--- src/rtl/mips_bus_pkg.sv ---
// Shared types and constants for the two-port MIPS Avalon bus arbiter.
package mips_bus_pkg;

    typedef enum logic [1:0] {
        IDLE   = 2'd0,
        ACCESS = 2'd1,
        RESP   = 2'd2
    } state_t;

    typedef struct packed {
        logic        write;
        logic [31:0] addr;
        logic [31:0] writedata;
        logic [3:0]  byteenable;
    } bus_req_t;

    localparam int PORT_IFETCH = 0;
    localparam int PORT_DATA   = 1;

endpackage

--- src/rtl/mips_bus_rr_pick.sv ---
// Two-way round-robin pick: a lone requester wins, a tie goes to the port
// that was not granted last.
module mips_bus_rr_pick (
    input  logic [1:0] req,
    input  logic       last_grant,
    output logic       grant_valid,
    output logic       grant_idx
);

    always_comb begin
        grant_valid = |req;
        grant_idx   = 1'b0;
        if (req == 2'b11) begin
            grant_idx = ~last_grant;
        end else if (req[1]) begin
            grant_idx = 1'b1;
        end
    end

endmodule

--- src/rtl/mips_bus_arbiter.sv ---
// Shares one Avalon-MM master between instruction fetch (port 0) and data
// (port 1), with round-robin fairness and a waitrequest watchdog.
module mips_bus_arbiter
    import mips_bus_pkg::*;
#(
    parameter int TIMEOUT_CYCLES = 1024,
    parameter int CNT_W          = 16
) (
    input  logic        clk,
    input  logic        reset,

    input  logic        m0_req,
    input  logic        m0_write,
    input  logic [31:0] m0_addr,
    input  logic [31:0] m0_writedata,
    input  logic [3:0]  m0_byteenable,
    output logic        m0_done,
    output logic [31:0] m0_readdata,

    input  logic        m1_req,
    input  logic        m1_write,
    input  logic [31:0] m1_addr,
    input  logic [31:0] m1_writedata,
    input  logic [3:0]  m1_byteenable,
    output logic        m1_done,
    output logic [31:0] m1_readdata,

    output logic [31:0] address,
    output logic        read,
    output logic        write,
    output logic [31:0] writedata,
    output logic [3:0]  byteenable,
    input  logic        waitrequest,
    input  logic [31:0] readdata,
    output logic        bus_error
);

    localparam logic [CNT_W-1:0] TIMEOUT_VAL = CNT_W'(TIMEOUT_CYCLES);
    localparam bit               WDOG_EN     = (TIMEOUT_CYCLES != 0);

    state_t                state_reg, state_next;
    logic                  last_grant_reg, last_grant_next;
    logic                  port_reg, port_next;
    bus_req_t              bus_reg, bus_next;
    logic                  read_reg, read_next;
    logic                  write_reg, write_next;
    logic [1:0]            done_reg, done_next;
    logic [1:0][31:0]      rdata_reg, rdata_next;
    logic                  bus_error_reg, bus_error_next;
    logic [CNT_W-1:0]      cnt_reg, cnt_next;
    logic [CNT_W-1:0]      cnt_inc;

    bus_req_t              port_req [2];
    logic                  grant_valid;
    logic                  grant_idx;

    assign port_req[PORT_IFETCH] = '{write: m0_write, addr: m0_addr,
                                     writedata: m0_writedata, byteenable: m0_byteenable};
    assign port_req[PORT_DATA]   = '{write: m1_write, addr: m1_addr,
                                     writedata: m1_writedata, byteenable: m1_byteenable};

    mips_bus_rr_pick u_pick (
        .req         ({m1_req, m0_req}),
        .last_grant  (last_grant_reg),
        .grant_valid (grant_valid),
        .grant_idx   (grant_idx)
    );

    assign cnt_inc = cnt_reg + CNT_W'(1);

    always_comb begin
        state_next      = state_reg;
        last_grant_next = last_grant_reg;
        port_next       = port_reg;
        bus_next        = bus_reg;
        read_next       = read_reg;
        write_next      = write_reg;
        done_next       = 2'b00;
        rdata_next      = rdata_reg;
        bus_error_next  = bus_error_reg;
        cnt_next        = cnt_reg;

        case (state_reg)
            IDLE: begin
                if (grant_valid) begin
                    bus_next        = port_req[grant_idx];
                    read_next       = ~port_req[grant_idx].write;
                    write_next      = port_req[grant_idx].write;
                    last_grant_next = grant_idx;
                    port_next       = grant_idx;
                    cnt_next        = '0;
                    state_next      = ACCESS;
                end
            end

            ACCESS: begin
                if (!waitrequest) begin
                    read_next             = 1'b0;
                    write_next            = 1'b0;
                    done_next[port_reg]   = 1'b1;
                    rdata_next[port_reg]  = read_reg ? readdata : 32'd0;
                    state_next            = RESP;
                end else begin
                    cnt_next = cnt_inc;
                    // Abort once the stall count reaches the limit; the
                    // requester still gets its done pulse so it never hangs.
                    if (WDOG_EN && (cnt_inc == TIMEOUT_VAL)) begin
                        read_next            = 1'b0;
                        write_next           = 1'b0;
                        bus_error_next       = 1'b1;
                        done_next[port_reg]  = 1'b1;
                        rdata_next[port_reg] = 32'd0;
                        state_next           = RESP;
                    end
                end
            end

            RESP: begin
                state_next = IDLE;
            end

            default: begin
                state_next = IDLE;
            end
        endcase
    end

    always_ff @(posedge clk) begin
        if (reset) begin
            state_reg      <= IDLE;
            last_grant_reg <= 1'b1;
            port_reg       <= 1'b0;
            bus_reg        <= '0;
            read_reg       <= 1'b0;
            write_reg      <= 1'b0;
            done_reg       <= 2'b00;
            rdata_reg      <= '0;
            bus_error_reg  <= 1'b0;
            cnt_reg        <= '0;
        end else begin
            state_reg      <= state_next;
            last_grant_reg <= last_grant_next;
            port_reg       <= port_next;
            bus_reg        <= bus_next;
            read_reg       <= read_next;
            write_reg      <= write_next;
            done_reg       <= done_next;
            rdata_reg      <= rdata_next;
            bus_error_reg  <= bus_error_next;
            cnt_reg        <= cnt_next;
        end
    end

    assign address     = bus_reg.addr;
    assign writedata   = bus_reg.writedata;
    assign byteenable  = bus_reg.byteenable;
    assign read        = read_reg;
    assign write       = write_reg;
    assign bus_error   = bus_error_reg;
    assign m0_done     = done_reg[PORT_IFETCH];
    assign m1_done     = done_reg[PORT_DATA];
    assign m0_readdata = rdata_reg[PORT_IFETCH];
    assign m1_readdata = rdata_reg[PORT_DATA];

endmodule
--- config.mk ---
export PLATFORM = sky130hd
export DESIGN_NAME = mips_bus_arbiter
export DESIGN_NICKNAME = d
export VERILOG_FILES = /design/src/rtl/mips_bus_pkg.sv /design/src/rtl/mips_bus_rr_pick.sv /design/src/rtl/mips_bus_arbiter.sv
export SDC_FILE = /design/constraint.sdc
export NUM_CORES = 1
export LEC_CHECK = 0
export CAP_MARGIN = 20
export CORE_MARGIN = 10
export CORE_UTILIZATION = 40
export DETAILED_ROUTE_END_ITERATION = 16
export PLACE_DENSITY = 0.87
export SLEW_MARGIN = 20
export SYNTH_ARGS = -nofsm -noshare
export SYNTH_HDL_FRONTEND = slang
export SYNTH_SLANG_ARGS = --single-unit
--- constraint.sdc ---
create_clock -name clk -period 2.3 [get_ports clk]
set_clock_uncertainty 0.2 [all_clocks]
set_input_delay 0.23 -clock clk [delete_from_list [all_inputs] [get_ports clk]]
set_output_delay 0.23 -clock clk [all_outputs]
set_load 0.05 [all_outputs]
==> flow_summary.rst, run 1 <==
.. list-table::
   :header-rows: 1

   * - Metric
     - Value
   * - Later-pin clock latency in the skew report
     - 0.42 ns
   * - Clk Tree Root Cell
     - sky130_fd_sc_hd__clkbuf_16
   * - CTS tree
     - yes
   * - Vertical die dimension
     - 160 um
   * - Startpoint of the tightest hold check path
     - reset
   * - Yosys warns
     - 0
   * - Vias
     - 7754
   * - Combinational family with the most area after synthesis
     - compound AO/OA/AOI/OAI gates
   * - Synth Area in Simple Gates
     - 20.2%
   * - Overall overflow remaining after global route
     - 0
   * - Result of the run
     - complete, but fails checks
   * - Fin. max-slew vios
     - 0
   * - All-layer global routing usage
     - 20.2%
   * - Tmin final
     - 2.34 ns
   * - Cell depth of the worst hold path
     - 2
   * - Layout net count
     - 1331
   * - H-tree Lvls
     - 4
   * - CP Class
     - register to register
   * - Number of buffers on the longest clock path
     - 2
   * - Ys async rst share
     - 0%
   * - Fillers
     - 1559
   * - Post-synthesis sequential area ratio
     - 40.3%
   * - Post-Synth Adder-Cell Area
     - 0.160%
   * - Fin crit share
     - 102%
   * - Die area
     - 25500 um^2
   * - Max cap viols
     - 0
   * - Area of the core
     - between 15000 and 20000 um^2
   * - Unique masters post-synth
     - 50
   * - Number of primary I/O pins
     - 312
   * - Terminus of the critical flop-to-flop path
     - m0_readdata[19]
   * - Flop and latch count out of synthesis
     - 157
   * - Slew headroom
     - between 50% and 60%
   * - Final routed wire length divided by cell count
     - about 19 um
   * - Leakage power
     - ~4.7 nW
   * - Number of I/O port buffers
     - a little over 300
   * - Setup repair after global routing missed its margin
     - yes
   * - Number of nets in the synthesized netlist
     - 1021
   * - Overall power consumption
     - 7.93 mW
   * - Flop2flop setup slack
     - -0.04 ns
   * - Netlist area before placement
     - 7800 um^2
   * - PD cells
     - between 600 and 700 nW/um^2
   * - Diodes inserted
     - 0
   * - Sinks on Clock Net
     - ~160
   * - Required time at the endpoint of the critical path
     - 2.39 ns
   * - Placer congestion estimate
     - 0.882
   * - Num CTS Buffers
     - 17
   * - # DRC
     - 0
   * - Least-Margin Pin Slew
     - 0.732 ns
   * - EDFF count, synth
     - 0
   * - Effective utilization at floorplan
     - about two fifths
   * - Initial antenna violation count
     - 2
   * - Highest ir drop seen on vdd
     - 0.479 mV
   * - Critical path arrival
     - 2.43 ns
   * - Upper clock frequency limit
     - 0.428 GHz
   * - Number of global-route vias before repair
     - 7800
   * - Horizontal die dimension
     - about 160 um
   * - Number of instances in the synthesized netlist
     - 845
   * - Most used DFF post-synth
     - sky130_fd_sc_hd__dfxtp_1
   * - Routed Wire Length
     - 26900 um
   * - Hold Path Class
     - primary input to register
   * - Slack of the critical path
     - -0.0354 ns
   * - Fraction of final layout cells sized beyond drive strength 1
     - 15.6%
   * - Clock input transition at the sequential cells of the worst setup and hold paths
     - 0.07 ns
   * - Hold Fails Final Rpt
     - 0
   * - Row count
     - 51
   * - Critical register-to-register path startpoint
     - cnt_reg[9]
   * - Crit end category
     - register
   * - Final TNS setup
     - -0.593 ns
   * - DRT antenna net count
     - 0
   * - Avg Vias per Cell
     - approximately 5.4
   * - Share of cell area taken by muxes after synthesis
     - about 9%
   * - Violations in the final reports
     - negative setup slack
   * - Depth of the worst register-to-register path
     - 9
   * - Maximum fanout count along the critical path
     - 15
   * - Final setup vio count
     - 35
   * - Area fraction in compound gates after synthesis
     - 24.1%
   * - Area added between synthesis and finish
     - 57.0%
   * - Wire length of the first global-routing pass
     - 42700 um
   * - Worst Setup Start Kind
     - register
   * - Detail Placement HPWL
     - 20100 um
   * - Number of design-rule violations left by the first detailed-router iteration
     - 360
   * - Mean Syn Cell Area
     - between 9 and 10 um^2
   * - Fraction of synthesized cell area in xor and xnor cells
     - less than 1%
   * - Endpoint, Worst Hold
     - port_reg
   * - Pre-antenna DRT Iters
     - 5
   * - Pin count of the biggest net entering global routing
     - 74
==> power breakdown <==
| group | total, mW | internal (mW) | switching [mW] | leakage [nW] |
|---|---|---|---|---|
| logic | 2.18 | 0.888 | 1.29 | 3.11 |
| registers | 3.00 | 2.90 | 0.105 | 1.29 |
| clock network | 2.74 | 1.54 | 1.20 | 0.273 |
| total | 7.93 | 5.33 | 2.60 | 4.67 |
==> repair_timing <==
item	CTS	global route
setup buffers	3	3
pin swaps	6	8
hold buffers	0	0
endpoints found under the setup margin	69	71
gates resized for setup	10	21
==> worst max-delay path by stage <==
stage	from	to	slack, ns
global placement	cnt_reg[4]	m0_readdata[19]	-0.03
detailed placement	cnt_reg[4]	m0_readdata[18]	-0.12
floorplan	cnt_reg[0]	m1_readdata[16]	0.02
finish	cnt_reg[9]	m0_readdata[19]	-0.04
global route	cnt_reg[2]	m0_readdata[18]	-0.16
CTS	cnt_reg[0]	m0_readdata[19]	0.008
==> cells in the final DEF, fill, tap and decap left out, types with 13 or more instances in the layout <==
master / count
sky130_fd_sc_hd__o22ai_2: 52
sky130_fd_sc_hd__dfxtp_1: 149
sky130_fd_sc_hd__mux2i_1: 70
sky130_fd_sc_hd__clkdlybuf4s50_1: 309
sky130_fd_sc_hd__nor2_1: 95
sky130_fd_sc_hd__a211oi_1: 70
sky130_fd_sc_hd__clkbuf_16: 17
sky130_fd_sc_hd__buf_4: 53
sky130_fd_sc_hd__a21oi_1: 74
sky130_fd_sc_hd__o22ai_1: 13
sky130_fd_sc_hd__and3_1: 68
sky130_fd_sc_hd__nand3b_1: 64
sky130_fd_sc_hd__buf_12: 15
==> synth_stat cells, types with 2 or more instances <==
cell type	number	area, um^2
sky130_fd_sc_hd__a211oi_1	72	541
sky130_fd_sc_hd__a21boi_0	2	15.0
sky130_fd_sc_hd__a21oi_1	74	370
sky130_fd_sc_hd__a22oi_1	6	45.0
sky130_fd_sc_hd__a311oi_1	4	35.0
sky130_fd_sc_hd__a31oi_1	2	12.5
sky130_fd_sc_hd__and2_1	3	18.8
sky130_fd_sc_hd__and3_1	69	432
sky130_fd_sc_hd__and4_1	2	17.5
sky130_fd_sc_hd__buf_1	9	33.8
sky130_fd_sc_hd__buf_12	5	100
sky130_fd_sc_hd__buf_2	10	50.1
sky130_fd_sc_hd__clkbuf_1	64	240
sky130_fd_sc_hd__dfxtp_1	157	3140
sky130_fd_sc_hd__mux2i_1	70	701
sky130_fd_sc_hd__nand2_1	11	41.3
sky130_fd_sc_hd__nand2b_1	4	25.0
sky130_fd_sc_hd__nand3_1	5	25.0
sky130_fd_sc_hd__nand3b_1	64	480
sky130_fd_sc_hd__nand4_1	4	25.0
sky130_fd_sc_hd__nor2_1	95	357
sky130_fd_sc_hd__nor2b_1	3	18.8
sky130_fd_sc_hd__nor3_1	7	35.0
sky130_fd_sc_hd__o21ai_0	11	55.1
sky130_fd_sc_hd__o22ai_1	15	93.8
sky130_fd_sc_hd__o22ai_2	50	626
sky130_fd_sc_hd__xnor2_1	4	35.0
==> routing by layer <==
layer | share of wire [%] | track usage, %
met1 | 39 | 22.9
met4 | 1.4 | 4.68
met3 | 9.0 | 8.25
met2 | 51 | 34.8
met5 | 0.093 | 0
==> kinds of logic after synthesis <==
kind of cell               Yosys count
adders and majority gates            1
AOI/OAI and AO/OA                  246
muxes                               70
xor gates and xnor gates             5
and+or+nand+nor                    276
buffers and inverters               90
DFF                                157
==> final cells by class <==
cell class,count,area [um^2],area share [%]
Clock buffer,19,443,3.62
Sequential cell,157,3160,25.8
Multi-Input combinational cell,598,4350,35.5
Timing Repair Buffer,380,3820,31.2
Tap cell,265,332,2.71
Clock inverter,13,130,1.06
Inverter,1,3.75,0.0307
==> critical path: stages (launching register included) <==
cell and delay, ns:
sky130_fd_sc_hd__dfxtp_1 0.33, sky130_fd_sc_hd__nand4_1 0.12, sky130_fd_sc_hd__buf_4 0.17, sky130_fd_sc_hd__nor4_4 0.34, sky130_fd_sc_hd__and4bb_2 0.32, sky130_fd_sc_hd__a211oi_4 0.06, sky130_fd_sc_hd__nor3_4 0.25, sky130_fd_sc_hd__buf_12 0.18
sky130_fd_sc_hd__buf_12 0.17, sky130_fd_sc_hd__o22ai_2 0.07
==> per-stage QoR <==
stage                     cells  utilization [%]  hold WS, ns  setup slack [ns]  cell area, um^2
final                      1433             63.3        0.117           -0.0354            12200
after global routing       1433             63.3        0.118            -0.162            12200
after CTS                  1432             62.8        0.108           0.00767            12100
after detailed placement   1397             59.5        0.290            -0.120            11500
after global placement     1397             59.5        0.283           -0.0306            11500
after floorplan             845                -        0.264            0.0178             7800
(Power assumes the default switching activity.)
==> inputs of run 2 (changes only) <==
PLACE_DENSITY = 0.78   (was 0.87)
clock period = 1.96 ns   (was 2.3 ns; I/O delays follow)
==> flow_summary.rst, run 2 (synthesized netlist as in run 1, its figures left out) <==
.. list-table::
   :header-rows: 1

   * - Metric
     - Value
   * - Area added between synthesis and finish
     - 56.6% (was 57.0%)
   * - Leakage power
     - 5.20 nW (was 4.67 nW)
   * - Area of the core
     - 19300 um^2 (unchanged)
   * - Terminus of the critical flop-to-flop path
     - m1_readdata[30] (was m0_readdata[19])
   * - Portion of total power attributed to combinational logic
     - 26.0% (was 27.5%)
   * - CTS tree
     - yes (unchanged)
   * - Least-Margin Pin Slew
     - 0.578 ns (was 0.732 ns)
   * - Required time at the endpoint of the critical path
     - 2.04 ns (was 2.39 ns)
   * - Violations in the final reports
     - negative setup slack (unchanged)
   * - Die area
     - 25500 um^2 (unchanged)
   * - Utilization after layout
     - 63.2% (was 63.3%)
   * - Critical path arrival
     - 2.40 ns (was 2.43 ns)
   * - Chain of cells forming the critical path
     - nand4_1, buf_6, nor4_4, and3_4, a211oi_2, nor3_4, buf_12, buf_12, o22ai_2 (was nand4_1, buf_4, nor4_4, and4bb_2, a211oi_4, nor3_4, buf_12, buf_12, o22ai_2)
   * - Num CTS Buffers
     - 17 (unchanged)
   * - Cell repeated most along the worst path
     - sky130_fd_sc_hd__buf_12 (unchanged)
   * - Later-pin clock latency in the skew report
     - 0.42 ns (about the same)
   * - Wire length of the first global-routing pass
     - 43300 um (was 42700 um)
   * - Final routed wire length divided by cell count
     - 19.3 um (was 18.8 um)
   * - Overall overflow remaining after global route
     - 0 (unchanged)
   * - Switching Share
     - 31.7% (was 32.8%)
   * - Net Switching
     - 3.03 mW (was 2.60 mW)
   * - Critical path buffers and inverters
     - 3 (unchanged)
   * - Row count
     - 51 (unchanged)
   * - Slowest CP cell
     - sky130_fd_sc_hd__dfxtp_1 (was sky130_fd_sc_hd__nor4_4)
   * - Hold Path Class
     - primary input to register (unchanged)
   * - Tmin final
     - 2.31 ns (was 2.34 ns)
   * - Highest ir drop seen on vdd
     - 0.558 mV (was 0.479 mV)
   * - Fraction of final layout cells sized beyond drive strength 1
     - 22.4% (was 15.6%)
   * - Internal power summed over all cells
     - 6.53 mW (was 5.33 mW)
   * - Clk Tree Root Cell
     - sky130_fd_sc_hd__clkbuf_16 (unchanged)
   * - Hold Fails Final Rpt
     - 0 (unchanged)
   * - Diodes inserted
     - 0 (unchanged)
   * - Number of design-rule violations left by the first detailed-router iteration
     - 342 (was 360)
   * - Slew headroom
     - 61.5% (was 51.2%)
   * - Slack of the critical path
     - -0.355 ns (was -0.0354 ns)
   * - H-tree Lvls
     - 4 (unchanged)
   * - Worst Setup Start Kind
     - register (unchanged)
   * - Vertical die dimension
     - 160 um (unchanged)
   * - Final TNS setup
     - -23.08 ns (was -0.593 ns)
   * - Effective utilization at floorplan
     - 40.3% (unchanged)
   * - Most frequent standard cell in the layout excluding fill and tap cells
     - sky130_fd_sc_hd__clkdlybuf4s50_1 (unchanged)
   * - All-layer global routing usage
     - 20.7% (was 20.2%)
   * - Upper clock frequency limit
     - 0.432 GHz (was 0.428 GHz)
   * - Number of global-route vias before repair
     - 7618 (was 7800)
   * - Placer congestion estimate
     - 0.855 (was 0.882)
   * - Max cap viols
     - 0 (unchanged)
   * - DRT antenna net count
     - 0 (unchanged)
   * - Sinks on Clock Net
     - 157 (unchanged)
   * - Avg Vias per Cell
     - 5.38 (was 5.41)
   * - Depth of the worst register-to-register path
     - 9 (unchanged)
   * - Destination of the critical timing path
     - m1_readdata[30] (was m0_readdata[19])
   * - Logic depth of the worst path, buffers included
     - 9 (unchanged)
   * - Maximum fanout count along the critical path
     - 12 (was 15)
   * - Crit end category
     - register (unchanged)
   * - Final setup vio count
     - 71 (was 35)
   * - Critical register-to-register path startpoint
     - cnt_reg[11] (was cnt_reg[9])
   * - Top library cells by usage in the layout, fill and taps aside
     - 172 x sky130_fd_sc_hd__clkdlybuf4s50_1, 146 x sky130_fd_sc_hd__dfxtp_1, 118 x sky130_fd_sc_hd__buf_4 (was 309 x sky130_fd_sc_hd__clkdlybuf4s50_1, 149 x sky130_fd_sc_hd__dfxtp_1, 95 x sky130_fd_sc_hd__nor2_1)
   * - Largest stage delay, worst path
     - 0.37 ns (was 0.34 ns)
   * - Layout net count
     - 1343 (was 1331)
   * - Number of buffers on the longest clock path
     - 2 (unchanged)
   * - Initial antenna violation count
     - 1 (was 2)
   * - Number of primary I/O pins
     - 312 (unchanged)
   * - Pre-antenna DRT Iters
     - 5 (unchanged)
   * - Routed Wire Length
     - 27900 um (was 26900 um)
   * - Number of I/O port buffers
     - 311 (unchanged)
   * - Clock group share of total power
     - 37.2% (was 34.6%)
   * - Largest delay contributor family on the critical path
     - simple AND/OR/NAND/NOR gates (unchanged)
   * - CP Class
     - register to register (unchanged)
   * - Fin crit share
     - 118% (was 102%)
   * - Min Hold Slack
     - 0.0815 ns (was 0.117 ns)
   * - Pin count of the biggest net entering global routing
     - 77 (was 74)
   * - Detail Placement HPWL
     - 20800 um (was 20100 um)
   * - Horizontal die dimension
     - 160 um (unchanged)
   * - # DRC
     - 0 (unchanged)
   * - Overall power consumption
     - 9.56 mW (was 7.93 mW)
   * - Vias
     - 7773 (was 7754)
   * - Flop2flop setup slack
     - -0.35 ns (was -0.04 ns)
   * - Setup repair after global routing missed its margin
     - yes (unchanged)
   * - First element of the critical path
     - cnt_reg[11] (was cnt_reg[9])
   * - Fin. max-slew vios
     - 0 (unchanged)
   * - Result of the run
     - complete, but fails checks (unchanged)
   * - Worst setup slack after placement
     - -0.363 ns (was -0.120 ns)
   * - Sequential cell fraction of total power
     - 36.9% (was 37.9%)
   * - PD cells
     - 783 nW/um^2 (was 648 nW/um^2)
   * - Clock input transition at the sequential cells of the worst setup and hold paths
     - 0.07 ns (about the same)
==> run 2: cell types whose count changed in the layout (fill, tap and decap cells not counted), moves of 3 or more <==
cell,change
sky130_fd_sc_hd__buf_12,+4
sky130_fd_sc_hd__buf_4,+65
sky130_fd_sc_hd__buf_6,+6
sky130_fd_sc_hd__clkdlybuf4s50_1,-137
sky130_fd_sc_hd__dfxtp_1,-3
sky130_fd_sc_hd__dlygate4sd2_1,+74
==> run 2: metrics by stage <==
| step | cells | area (um^2) |
|---|---|---|
| 6_report | 1445 | 12200 |
| 5_1_grt | 1445 | 12200 |
| 4_1_cts | 1444 | 12200 |
| 3_5_place_dp | 1409 | 11600 |
| 3_3_place_gp | 1409 | 11600 |
| 2_1_floorplan | 845 | 7880 |
==> run 2: how the worst min path moves through the flow <==
| stage | startpoint | to | slack, ns | cells past startpoint |
|---|---|---|---|---|
| floorplan | m0_writedata[10] | writedata[10] | 0.23 | 2 |
| global placement | address[12] | address[12] | 0.28 | 2 |
| detailed placement | byteenable[3] | byteenable[3] | 0.29 | 2 |
| CTS | reset | m0_readdata[6] | 0.08 | 2 |
| global route | reset | m1_readdata[20] | 0.11 | 2 |
| finish | reset | m0_readdata[6] | 0.08 | 2 |
==> run 2: timing repair <==
| action | 4_1_cts | 5_1_grt |
|---|---|---|
| gates cloned | 0 | 0 |
| pin swaps | 6 | 4 |
| resized for setup | 91 | 10 |
| endpoints found under the setup margin | 146 | 74 |
| setup buffers | 3 | 1 |
| hold buffers | 0 | 0 |
==> run 2: final cells by class <==
type	count	area, um^2
Tap cell	265	332
Fill cell	1687	7120
Timing Repair Buffer	392	3730
Sequential cell	157	3170
Inverter	1	3.75
Clock inverter	11	154
Multi-Input combinational cell	598	4340
Clock buffer	21	482
==> run 2: power by group through the flow <==
| stage | registers [mW] | clock network (mW) | logic, mW |
|---|---|---|---|
| global route | 3.55 | 3.76 | 2.63 |
| global placement | 3.59 | 0 | 2.53 |
| finish | 3.52 | 3.56 | 2.48 |
| detailed placement | 3.59 | 0 | 2.55 |
| floorplan | 4.29 | 0 | 0.738 |
| CTS | 3.52 | 3.62 | 2.50 |
==> run 2: worst register-to-register path, cell delays in order (launching register included) <==
cell	delay, ns
sky130_fd_sc_hd__dfxtp_1	0.37
sky130_fd_sc_hd__nand4_1	0.17
sky130_fd_sc_hd__buf_6	0.17
sky130_fd_sc_hd__nor4_4	0.32
sky130_fd_sc_hd__and3_4	0.24
sky130_fd_sc_hd__a211oi_2	0.12
sky130_fd_sc_hd__nor3_4	0.20
sky130_fd_sc_hd__buf_12	0.18
sky130_fd_sc_hd__buf_12	0.16
sky130_fd_sc_hd__o22ai_2	0.07
==> run 2: routing by layer <==
layer  share of wire [%]  track usage [%]  wire length [um]  vias up
li1                    -                -                 -     3800
met1                  41             24.5             11500     3640
met2                  49             34.3             13600      309
met3                 8.7             8.46              2440       22
met4                 1.2             4.55               325        2
met5               0.047                0                13        -
==> variant 1 (flow settings as in run 1) <==
The parameter `TIMEOUT_CYCLES` goes from 1024 to 768.
--- a/src/rtl/mips_bus_arbiter.sv
+++ b/src/rtl/mips_bus_arbiter.sv
@@ -5,3 +5,3 @@
 #(
-    parameter int TIMEOUT_CYCLES = 1024,
+    parameter int TIMEOUT_CYCLES = 768,
     parameter int CNT_W          = 16
Check against the original RTL: no difference found for any inputs over 4 cycles, from zero or initial values and one cycle with reset high; that may be too few to reach the edited logic, so the function may still have changed.
==> variant 1 against run 1 <==
The flow still finishes with violations (negative setup slack); first-iteration DRC count grew 38%; worst setup slack lost 0.028 ns; critical path depth is 1 lower; sequential cell count did not move; via count grew 2.9%; routed wire length grew 8.9%; combinational power is 14% lower; area after synthesis decreased by 7.1%; total power is 2.2% lower; design area decreased by 0.70%; utilization increased by 4.6 points; count of clock-buffer cells in the layout grew 1.
==> variant 1: results <==
{
  "status": "finished, violations left",
  "violations_in_the_final_reports": "negative setup slack",
  "hold-path-endpoint": "done_reg[1]",
  "post_dp_hpwl_um": 19720,
  "timing.critical_path.to": "m0_readdata[2]",
  "r2r_cells": 8,
  "placedInstanceArea_um2": 10960,
  "antenna_violations_before_repair": 4,
  "crit_fanout": 23,
  "setup_ws_ns": -0.06340,
  "hold_path.class": "in -> reg",
  "synth_fp_nets": 973,
  "vias_in_the_first_global_route": 7612,
  "synth.top_cells.by_area": "sky130_fd_sc_hd__dfxtp_1 43%, sky130_fd_sc_hd__mux2i_1 9.5%, sky130_fd_sc_hd__a2111oi_0 7.9%",
  "worst_path_largest_cell_delay_ns": 0.45,
  "cp_slowest_cell": "sky130_fd_sc_hd__a2111oi_0",
  "clockBufferCount": 20,
  "power.static_leakage_nw": 4.240,
  "tightest_slew_ns": 0.8371,
  "ff_latch_area_um2": 3144,
  "path_delay_family": "compound AO/OA/AOI/OAI gates",
  "detail_route.first_pass.iterations": 5,
  "worstSkewPairLatency_ns": 0.42,
  "dp_worst_setup_slack_ns": -0.1290,
  "drive_gt1_share_pct": 13.58,
  "grt_max_degree": 101,
  "hold_path_startpoint": "reset",
  "multiInputGateArea_um2": 4155,
  "tap_cells": 229,
  "synth_common_cells": "157 x sky130_fd_sc_hd__dfxtp_1, 103 x sky130_fd_sc_hd__nor2_1, 74 x sky130_fd_sc_hd__a21oi_1",
  "synth_async_sr_flop_share_pct": 0,
  "setup_viol": 6,
  "grt_first_pass_wirelength_um": 42100,
  "layout.nonclk_buf_share_pct": 32.59,
  "multi_input_comb_cells": 550,
  "nonClockBufferCount": 378,
  "grtUsageTotal_pct": 21.35,
  "routabilityCongestion": 0.8587,
  "area_share_clock_buf_inv_pct": 4.930,
  "synth.lib_cells_used.distinct": 46,
  "crit-reg2reg-capture": "m0_readdata[2]",
  "detailedRoute.firstIterationViolations": 497,
  "synth.yosys.warnings": 0,
  "synth_seq_cells": 157,
  "fin_worst_hold_slack_ns": 0.07365,
  "cp.arrival_ns": 2.46,
  "postRouteWirelength_um": 29280,
  "port_buffers": 311,
  "n_all_inverters": 2,
  "timing.setup.tns_ns": -0.2631,
  "hold_path_depth": 3,
  "route.vias.total": 7979,
  "irDropWorstVdd_uv": 493.7,
  "final_nets": 1282,
  "synth_sequential_area_ratio_pct": 43.39,
  "netSwitchingFraction_pct": 31.51,
  "r2r_start": "cnt_reg[3]",
  "fillCellCount": 1322,
  "cts_inserted_buffers": 17,
  "antenna-diode-count": 1
}
==> variant 1: changes by cell type in the layout (fill, tap and decap cells not counted), moves of 7 or more <==
cell / before / now
sky130_fd_sc_hd__buf_4: 53 / 40
sky130_fd_sc_hd__o22ai_2: 52 / 0
sky130_fd_sc_hd__a22oi_1: 6 / 68
sky130_fd_sc_hd__a2111oi_1: 0 / 24
sky130_fd_sc_hd__dfxtp_1: 149 / 156
sky130_fd_sc_hd__o22ai_1: 13 / 0
sky130_fd_sc_hd__a2111oi_4: 0 / 7
sky130_fd_sc_hd__a2111oi_0: 0 / 10
sky130_fd_sc_hd__nand3b_1: 64 / 3
sky130_fd_sc_hd__and3_1: 68 / 2
sky130_fd_sc_hd__a2111oi_2: 1 / 24
==> variant 1: worst reg2reg max path: stages, from the launching register on <==
cell and delay [ns]:
sky130_fd_sc_hd__dfxtp_2 0.35, sky130_fd_sc_hd__buf_4 0.16, sky130_fd_sc_hd__a2111oi_4 0.31, sky130_fd_sc_hd__buf_4 0.17, sky130_fd_sc_hd__o2111ai_4 0.13, sky130_fd_sc_hd__buf_12 0.18
sky130_fd_sc_hd__buf_12 0.16, sky130_fd_sc_hd__a2111oi_0 0.46, sky130_fd_sc_hd__a21oi_1 0.12
==> variant 1: metal layers <==
| metal | vias up | global-route usage, % | share of wire, % |
|---|---|---|---|
| li1 | 3716 | - | - |
| met1 | 3768 | 23.43 | 36 |
| met2 | 427 | 35.92 | 49 |
| met3 | 62 | 11.09 | 12 |
| met4 | 6 | 4.633 | 2.2 |
| met5 | - | 0 | 0.14 |
==> variant 1: stage by stage <==
stage	cells	util, %
after floorplan	797	-
after global placement	1303	61.21
after detailed placement	1303	61.21
after CTS	1335	64.71
after global routing	1348	67.90
final	1349	67.91
==> variant 1: power by group through the flow <==
stage | Clock [mW] | Combinational, mW | Sequential [mW]
2_1_floorplan | 0 | 0.493 | 3.56
3_3_place_gp | 0 | 1.83 | 3.02
3_5_place_dp | 0 | 1.85 | 3.03
4_1_cts | 2.94 | 1.86 | 2.97
5_1_grt | 3.06 | 1.99 | 2.99
6_report | 2.90 | 1.88 | 2.97
==> variant 1: cells by family (layout without fill, tap and decap cells) <==
kind of cell	Yosys count	count (layout)	synth area share (%)
AO/OA/AOI/OAI	314	314	31.07
AND/OR/NAND/NOR	160	161	10.09
flip-flops	157	157	43.39
buffers and inverters	91	412	5.147
multiplexers	69	69	9.534
XOR/XNOR	5	5	0.6045
adder cells (fa/ha/maj)	1	1	0.1727
other	0	1	0
==> variant 1: repair_timing <==
action                                  CTS  global route
gates resized for setup                  14            95
buffers inserted                          0             4
pin swaps                                 0             3
cloned                                    0             9
endpoints found under the hold margin     0             0
endpoints found under the setup margin   71            67
==> variant 2 (config.mk and constraints of run 1) <==
Made on the original files. Encoding of `state_t`: now one-hot (3 bits for 3 states).
--- a/src/rtl/mips_bus_pkg.sv
+++ b/src/rtl/mips_bus_pkg.sv
@@ -3,6 +3,6 @@
 
-    typedef enum logic [1:0] {
-        IDLE   = 2'd0,
-        ACCESS = 2'd1,
-        RESP   = 2'd2
+    typedef enum logic [2:0] {
+        IDLE   = 3'b001,
+        ACCESS = 3'b010,
+        RESP   = 3'b100
     } state_t;
Behaviour: no difference found for any inputs over 4 cycles, from zero or initial values and one cycle with reset high; so few cycles prove little.
==> variant 2 against run 1 <==
The flow still finishes with violations (negative setup slack); sequential cell count up 1; global-route usage increased by 1.2 points; routed wire length grew 3.0%; non-clock buffer count is 10 higher; total power up 5.5%; hold slack lost 0.080 ns; critical path depth stayed put; area after synthesis fell by 11%; worst setup slack worse by 0.27 ns; count of clock-buffer cells in the layout grew 2; design area is 3.1% lower; utilization grew 5.7 points.
==> variant 2: results <==
{
  "status": "finished, violations left",
  "violations_in_the_final_reports": "negative setup slack",
  "routabilityCongestion": 0.9087,
  "grt_first_pass_wirelength_um": 40730,
  "timing.critical_path.to": "m1_readdata[1]",
  "cp_slowest_cell": "sky130_fd_sc_hd__or4_4",
  "gr-usage-met1_pct": 24.96,
  "use_met3_pct": 4.996,
  "setup_ws_ns": -0.3078,
  "wl_met2_um": 14520,
  "crit_fanout": 16,
  "routed_metal_1_wirelength_um": 10940,
  "avgViaCountPerCell": 5.453,
  "n_all_inverters": 68,
  "seq_cells": 158,
  "layout.nonclk_buf_share_pct": 33.03,
  "postRouteWirelength_um": 27700,
  "synth_common_cells": "158 x sky130_fd_sc_hd__dfxtp_1, 96 x sky130_fd_sc_hd__nor2_1, 69 x sky130_fd_sc_hd__a211oi_1, 69 x sky130_fd_sc_hd__mux2i_1, 68 x sky130_fd_sc_hd__inv_1",
  "r2r_start": "cnt_reg[1]",
  "power.static_leakage_nw": 4.328,
  "drive_gt1_share_pct": 16.96,
  "synth_fp_nets": 966,
  "cp.arrival_ns": 2.71,
  "vias_in_the_first_global_route": 7215,
  "post_dp_hpwl_um": 19200,
  "area_share_clock_buf_inv_pct": 5.474,
  "fillCellCount": 1244,
  "setup_viol": 69,
  "nonClockBufferCount": 390,
  "grt.met2_usage_pct": 37.75,
  "clock_power_mw": 3.10,
  "fin_area_um2": 11860,
  "met3_wirelength_um": 1611,
  "ff_latch_area_um2": 3183,
  "pwr-share-clk_pct": 37.1,
  "dp_worst_setup_slack_ns": -0.3257,
  "detailedRoute.firstIterationViolations": 485,
  "multi_input_comb_cells": 490,
  "netSwitchingFraction_pct": 31.37,
  "tightest_slew_ns": 0.6898,
  "grtUsageTotal_pct": 21.42,
  "antenna_violations_before_repair": 0,
  "route.top_layer_used": "met4",
  "placedInstanceArea_um2": 10670,
  "hold-path-endpoint": "cnt_reg[1]",
  "worst_path_largest_cell_delay_ns": 0.53
}
[variant 2: metrics by stage]
stage / setup TNS, ns / instances / hold WS (ns)
4_1_cts: -8.388 / 1356 / 0.01337
2_1_floorplan: -12.98 / 789 / 0.1507
5_1_grt: -21.41 / 1363 / 0.05432
3_3_place_gp: -16.68 / 1314 / 0.2561
3_5_place_dp: -19.64 / 1314 / 0.2613
6_report: -18.28 / 1363 / 0.03718
[variant 2: cell families (layout without fill, tap and decap cells)]
group | Yosys count | after routing | share of synthesized area, %
adders and majority gates | 2 | 2 | 0.3600
xor gates and xnor gates | 7 | 7 | 0.8821
muxes | 69 | 69 | 9.937
buffers and inverters | 141 | 490 | 7.849
AOI/OAI and AO/OA | 245 | 245 | 24.90
DFF | 158 | 158 | 45.51
and+or+nand+nor | 167 | 167 | 10.57
[variant 2: repair_timing]
action / in CTS / in global routing
gates resized for setup: 59 / 72
setup buffers: 8 / 3
gates cloned: 2 / 4
pin swaps: 10 / 12
endpoints found under the setup margin: 70 / 75
